--- src/rtl/uart_memory_pkg.sv ---
// uart_memory_pkg: shared state encoding and protocol bytes for the UART memory host.
package uart_memory_pkg;
   typedef enum logic [2:0] {IDLE, GET_ADDR, GET_DATA, DO_WRITE, DO_READ, WAIT_READ, SEND} state_t;
   localparam logic [7:0] CMD_READ  = 8'h52;
   localparam logic [7:0] CMD_WRITE = 8'h57;
   localparam logic [7:0] ACK_BYTE  = 8'h2B;
endpackage

--- src/rtl/uart_memory_host_byte_timeout.sv ---
// byte_timeout: idle counter with clear/enable that saturates at N-1 and flags it.
module byte_timeout #(
   parameter int N = 1000000
) (
   input  logic clock,
   input  logic reset,
   input  logic clr,
   input  logic en,
   output logic done
);
   localparam int W = N > 2 ? $clog2(N) : 1;
   localparam logic [W-1:0] LAST = W'(N - 1);
   logic [W-1:0] count_q, count_d;
   always_comb begin
      done    = count_q == LAST;
      count_d = clr ? '0 : (en && !done) ? count_q + 1'b1 : count_q;
   end
   always_ff @(posedge clock or posedge reset)
      if (reset) count_q <= '0;
      else       count_q <= count_d;
endmodule

--- src/rtl/uart_memory_host.sv ---
// uart_memory_host: parses R/W commands from UART rx bytes, drives the memory port
// and returns the read byte or an ack to the UART transmitter.
module uart_memory_host
   import uart_memory_pkg::*;
#(
   parameter int ADDR_WIDTH     = 8,
   parameter int TIMEOUT_CYCLES = 1000000
) (
   input  logic                  clock,
   input  logic                  reset,
   input  logic [7:0]            rx_byte,
   input  logic                  rx_valid,
   output logic [7:0]            tx_byte,
   output logic                  tx_start,
   input  logic                  tx_busy,
   output logic                  mem_read,
   output logic                  mem_write,
   output logic [ADDR_WIDTH-1:0] mem_addr,
   output logic [7:0]            mem_write_byte,
   input  logic [7:0]            mem_read_byte,
   output logic                  overrun
);
   state_t                  state_q, state_d;
   logic                    wr_q, wr_d;
   logic [7:0]              tx_byte_q, tx_byte_d;
   logic [ADDR_WIDTH-1:0]   addr_q, addr_d;
   logic [7:0]              wdata_q, wdata_d;
   logic                    overrun_q, overrun_d;
   logic                    waiting, to_done;
   byte_timeout #(.N(TIMEOUT_CYCLES)) u_timeout (
      .clock (clock),
      .reset (reset),
      .clr   (!waiting || rx_valid),
      .en    (waiting && !rx_valid),
      .done  (to_done)
   );
   always_comb begin
      state_d   = state_q;
      wr_d      = wr_q;
      tx_byte_d = tx_byte_q;
      addr_d    = addr_q;
      wdata_d   = wdata_q;
      tx_start  = 1'b0;
      mem_read  = 1'b0;
      mem_write = 1'b0;
      waiting   = state_q == GET_ADDR || state_q == GET_DATA;
      // bytes arriving while a command is executing are dropped and flagged
      overrun_d = rx_valid && !waiting && state_q != IDLE;
      case (state_q)
         IDLE:
            if (rx_valid && (rx_byte == CMD_READ || rx_byte == CMD_WRITE)) begin
               wr_d    = rx_byte == CMD_WRITE;
               state_d = GET_ADDR;
            end
         GET_ADDR:
            if (rx_valid) begin
               addr_d  = rx_byte[ADDR_WIDTH-1:0];
               state_d = wr_q ? GET_DATA : DO_READ;
            end else if (to_done) state_d = IDLE;
         GET_DATA:
            if (rx_valid) begin
               wdata_d = rx_byte;
               state_d = DO_WRITE;
            end else if (to_done) state_d = IDLE;
         DO_WRITE: begin
            mem_write = 1'b1;
            tx_byte_d = ACK_BYTE;
            state_d   = SEND;
         end
         DO_READ: begin
            mem_read = 1'b1;
            state_d  = WAIT_READ;
         end
         WAIT_READ: begin
            tx_byte_d = mem_read_byte;
            state_d   = SEND;
         end
         SEND:
            if (!tx_busy) begin
               tx_start = 1'b1;
               state_d  = IDLE;
            end
         default: state_d = IDLE;
      endcase
   end
   always_ff @(posedge clock or posedge reset)
      if (reset) begin
         state_q   <= IDLE;
         wr_q      <= 1'b0;
         tx_byte_q <= '0;
         addr_q    <= '0;
         wdata_q   <= '0;
         overrun_q <= 1'b0;
      end else begin
         state_q   <= state_d;
         wr_q      <= wr_d;
         tx_byte_q <= tx_byte_d;
         addr_q    <= addr_d;
         wdata_q   <= wdata_d;
         overrun_q <= overrun_d;
      end
   assign tx_byte        = tx_byte_q;
   assign mem_addr       = addr_q;
   assign mem_write_byte = wdata_q;
   assign overrun        = overrun_q;
endmodule

--- config.mk ---
export PLATFORM = sky130hd
export DESIGN_NAME = uart_memory_host
export DESIGN_NICKNAME = d
export VERILOG_FILES = /design/src/rtl/uart_memory_pkg.sv /design/src/rtl/uart_memory_host_byte_timeout.sv /design/src/rtl/uart_memory_host.sv
export SDC_FILE = /design/constraint.sdc
export NUM_CORES = 1
export LEC_CHECK = 0
export CORE_MARGIN = 2
export CORE_UTILIZATION = 51
export DETAILED_ROUTE_END_ITERATION = 8
export GPL_TIMING_DRIVEN = 1
export PLACE_DENSITY_LB_ADDON = 0.25
export SYNTH_ARGS = -nofsm -noshare
export SYNTH_HDL_FRONTEND = slang
export SYNTH_SLANG_ARGS = --single-unit
--- constraint.sdc ---
create_clock -name clock -period 2.1 [get_ports clock]
set_input_delay 0.42 -clock clock [delete_from_list [all_inputs] [get_ports clock]]
set_output_delay 0.42 -clock clock [all_outputs]
set_load 0.05 [all_outputs]
After elaboration in Yosys (flattened, before gate mapping). Index checks and enable logic that the tools add are counted. Widths: inputs -> output; s select.

Bits in registers: 49. Output and inout bits: 28.

Add/sub/neg operators: 1. Eq/ne operators: 11. Muxes and demuxes: 14. Reductions and logical operators: 20.

Operators with widths (number): $mux 20 (2); $add 20x1->20 const B (1); $eq 20x20->1 const B (1); $mux 3 (6); $pmux 3 s6 (1); $eq 8x7->1 const B (2); $pmux 8 s2 (1); $eq 3x3->1 const B (3); $reduce_and 2->1 (4); $eq 3x2->1 const B (2); $logic_and 1x1->1 (5); $mux 1 (4); $ne 2x2->1 const B (2); $reduce_bool 2->1 (2); $eq 3x1->1 const B (1); $logic_not 1->1 (3); $logic_not 3->1 (1); $logic_or 1x1->1 (3); $reduce_bool 3->1 (1); $reduce_or 2->1 (1).

Logic depth before layout (Yosys ltp).
Depth in word-level cells: 6. Depth in mapped cells: 6.

Cells and area by module. A second synthesis with hierarchy kept.

Cells, all modules: 241. Area total of the unflattened synthesis: 2588.7 um^2.

By module, submodules not included: uart_memory_host (instances 1, cells each 119, area each 1413.9 um^2, seq. area each 725.7 um^2); byte_timeout (instances 1, cells each 122, area each 1174.9 um^2, seq. area each 500.5 um^2).

Worst setup path before layout. OpenSTA, ideal clock, no wires.

Kind: reg2out. From: register state_q[0]. To: output port tx_start. Arrival: 2.245 ns. Slack: -0.565 ns. Stages on the path, launching flop included: 4. Buffers on the path: 2. Cell sequence: dfrtp_1 clkbuf_1 clkbuf_1 nor4_1.

Longest elaborated chain between the ends: 2.

Ends and longest elaborated chain: start: declaration (RTL line uart_memory_host.sv:23) `state_t state_q, state_d;`; start signal: assignment (RTL line uart_memory_host.sv:95) `state_q <= state_d;`; $eq 3x3->1 (RTL line uart_memory_host.sv:49) `case (state_q)`; $mux 1 (RTL line uart_memory_host.sv:49); end: declaration (RTL line uart_memory_host.sv:14) `output logic tx_start,`.

No other way between the ends.

Worst setup path in the final report.
From: register u_timeout.count_q[6]. To: register state_q[0].

Longest elaborated chain between the ends: 4.

Ends and longest elaborated chain: start: declaration (RTL line uart_memory_host_byte_timeout.sv:13) `logic [W-1:0] count_q, count_d;`; start signal: assignment (RTL line uart_memory_host_byte_timeout.sv:20) `else count_q <= count_d;`; $eq 20x20->1 (*) (RTL line uart_memory_host_byte_timeout.sv:15) `done = count_q == LAST;`; $mux 3 (*); $mux 3 (on tied branches); $pmux 3 s6 (*).

Every way passes the cells marked *; elsewhere a longest branch is shown, timed or not. A chain may end at the register's enable or synchronous reset.

==> flow_summary.toml <==
[final_layout]
final_common_cell = "dfrtp_1"
multiInputGateArea_sq_mm = 0.00111
final_cell_mix = "dfrtp_1, clkdlybuf4s50_1, nand2_1"
area_growth_pct = 31.6
antenna_cells = 0
fillers = 346
nets = 315
drive_above_1_share_pct = 18.4
register_area_sq_mm = 0.00123
final_cells = 346

[drt]
wl_um = 5530
vias = 2028
drtPass1Iterations = 4
routedWlPerCell_um = 16.0
vias_per_cell = 5.86
drtIter0Drc = 180
ant_nets = 0
drc_errors = 0

[floorplanning]
top_level_ports = 48
rows = 24
core_sq_mm = 0.00444
start_util_pct = 53.9
fp.dieArea_sq_mm = 0.00526
die_h_um = 72.5
fp.dieW_um = 72.5

[clock_network]
clock_latency_ps = 300
clk_pin_slew_ps = 80
cts_hold_buffers = 0
h-tree-depth = 2
cts_tree = "yes"
cts_num_sinks = 49
cts_root_buf = "clkbuf_8"
clk_path_buf_depth = 2
numCtsBuffers = 5

[synthesis]
synth_seq_area_share_pct = 51.2
synthArstFlopShare_pct = 100
ys_types = 48
synthCells = 236
synthesis.nets = 257
synth.avg_cell_area_sq_um = 10.2
yosys_warnings = 0
synth.ff_latch_count = 49
synthFlopType = "dfrtp_1"
netlist_area_sq_mm = 0.00240
synth-edff-count = 0

[min_path]
hp-class = "input pin to asynchronous set/reset pin"

[sta]
hold_violations = 0
rsz0062_at_grt = "false"
setup-tns-final_ps = 0
tightest_slew_ps = 516
period_share_pct = 95.1
finalSetupViolCount = 0
finalClockSkew_ps = 2.88
period_needed_ps = 2000
final-max-slew-violation-count = 0
relSlewSlack_pct = 65.5
max_freq_mhz = 501

[worst_setup_path]
critPathSlowestCell = "or4_1"
crit_path_start = "u_timeout.count_q[6]"
cp.buffers_inverters = 0
path_max_fanout = 3
r2r-start = "u_timeout.count_q[6]"
worstPathRequired_ps = 2280
max_stage_delay_ps = 590
timing_worst_setup_path_type = "flop to flop"
worst_setup_path_end_kind = "flop"
critPathLaunchType = "flop"
worstPathArrival_ps = 2170
cp_top_family = "simple AND/OR/NAND/NOR gates"
critical_path.cell_chain = "or4_1, nor4_4, a2111oi_0, or3_1"

[run]
drv_cap = 0

[power_and_ir_drop]
vdd_drop_max_mv = 0.994
leakage_nw = 1.24
p_per_area_mw_per_mm2 = 1330

[status]
status = "completed"

[global_route]
grt_pass1_wl_um = 9290
grt_pass1_vias = 2012
grt_start_max_net_pins = 36
gr-total-overflow = 0
track_usage_pct = 22.5
antenna_found_initial = 0

[place]
dp_cells = 339
dp_hpwl_um = 3900
portBuffers = 47
gp_congestion = 0.794
timing repair:
action / CTS / global route
pin swaps: 0 / 1
buffers inserted: 0 / 0
setup endpoints to repair: 2 / 2
resized for setup: 2 / 1
path summary, 6_finish.rpt:
| check | cells after the start | to | slack, ps |
|---|---|---|---|
| setup / recovery | 4 | state_q[0] | 100 |
| hold / removal | 2 | mem_addr[4] | 390 |
| setup reg to reg | 4 | state_q[0] | 100 |
| hold reg to reg | 1 | mem_write_byte[3] | 510 |
| max in group asynchronous | 3 | state_q[1] | 1200 |
| min in group clock | 1 | mem_write_byte[3] | 510 |
metrics by stage:
step | hold WS [ps] | instance area, sq um | power (mW) | util [%] | setup slack, ps
after detailed placement | 496 | 3060 | 3.66 | 68.8 | 30.9
after global routing | 414 | 3150 | 4.40 | 70.9 | 6.37
final | 393 | 3150 | 4.19 | 70.9 | 104
after global placement | 488 | 3060 | 3.62 | 68.8 | 118
after CTS | 400 | 3150 | 4.22 | 70.9 | 59.0
after floorplan | 487 | 2410 | 2.87 | - | -3.49
report_power, final:
group          switching (mW)  total [mW]  leakage (nW)  internal, mW
clock network           0.288       0.549        0.0443         0.262
logic                    1.39        2.24         0.579         0.850
registers               0.192        1.40         0.621          1.21
synthesized netlist by cell type (2+ instances only):
cell | n | area [sq um]
a211oi_1 | 2 | 15.0
a21boi_0 | 2 | 15.0
a21oi_1 | 19 | 95.1
a22oi_1 | 4 | 30.0
clkbuf_1 | 9 | 33.8
dfrtp_1 | 49 | 1230
inv_1 | 6 | 22.5
mux2_2 | 16 | 180
mux2i_1 | 3 | 30.0
nand2_1 | 21 | 78.8
nand2b_1 | 2 | 12.5
nand3_1 | 7 | 35.0
nand3b_1 | 2 | 15.0
nand4_1 | 7 | 43.8
nor2_1 | 13 | 48.8
nor2b_1 | 2 | 12.5
nor3_1 | 4 | 20.0
nor3b_1 | 2 | 15.0
nor4_1 | 5 | 31.3
o21ai_0 | 14 | 70.1
o22ai_1 | 4 | 25.0
o31ai_1 | 2 | 15.0
or3_1 | 8 | 50.1
or4_1 | 3 | 22.5
xnor2_1 | 6 | 52.6
xor2_1 | 2 | 17.5
worst reg2reg max path: cells and delay by family (launching register included):
family / cells / cell delay, ps
compound gates: 1 / 180
flops: 1 / 380
simple gates: 3 / 1330
cell type report:
type                       count  area share [%]
sequential                    49            38.9
timing repair buffer          63            20.1
clock buffer                   7            2.74
tap                           52            2.06
inverter                       7           0.873
multi-input combinational    168            35.3
sequential cells by signal, summed over array words and instances, names as in the netlist:
name,flops
u_timeout.count_q,20
mem_addr,8
mem_write_byte,8
tx_byte,8
state_q,3
overrun,1
wr_q,1
routing by layer:
metal | vias up | share of wire [%] | GRT usage, %
li1 | 973 | - | -
met1 | 1016 | 44 | 28.8
met2 | 34 | 51 | 38.2
met3 | 5 | 4.4 | 6.53
met4 | 0 | 0.56 | 4.73
met5 | - | 0 | 0
cells by family after synthesis:
group | Yosys count | share of synthesized area, %
and+or+nand+nor | 88 | 20.5
AOI/OAI and AO/OA | 52 | 12.9
DFF | 49 | 51.2
buffers and inverters | 19 | 3.18
muxes | 19 | 8.77
xor gates and xnor gates | 8 | 2.92
adders and majority gates | 1 | 0.522
Power figures use the tool's default switching activity.
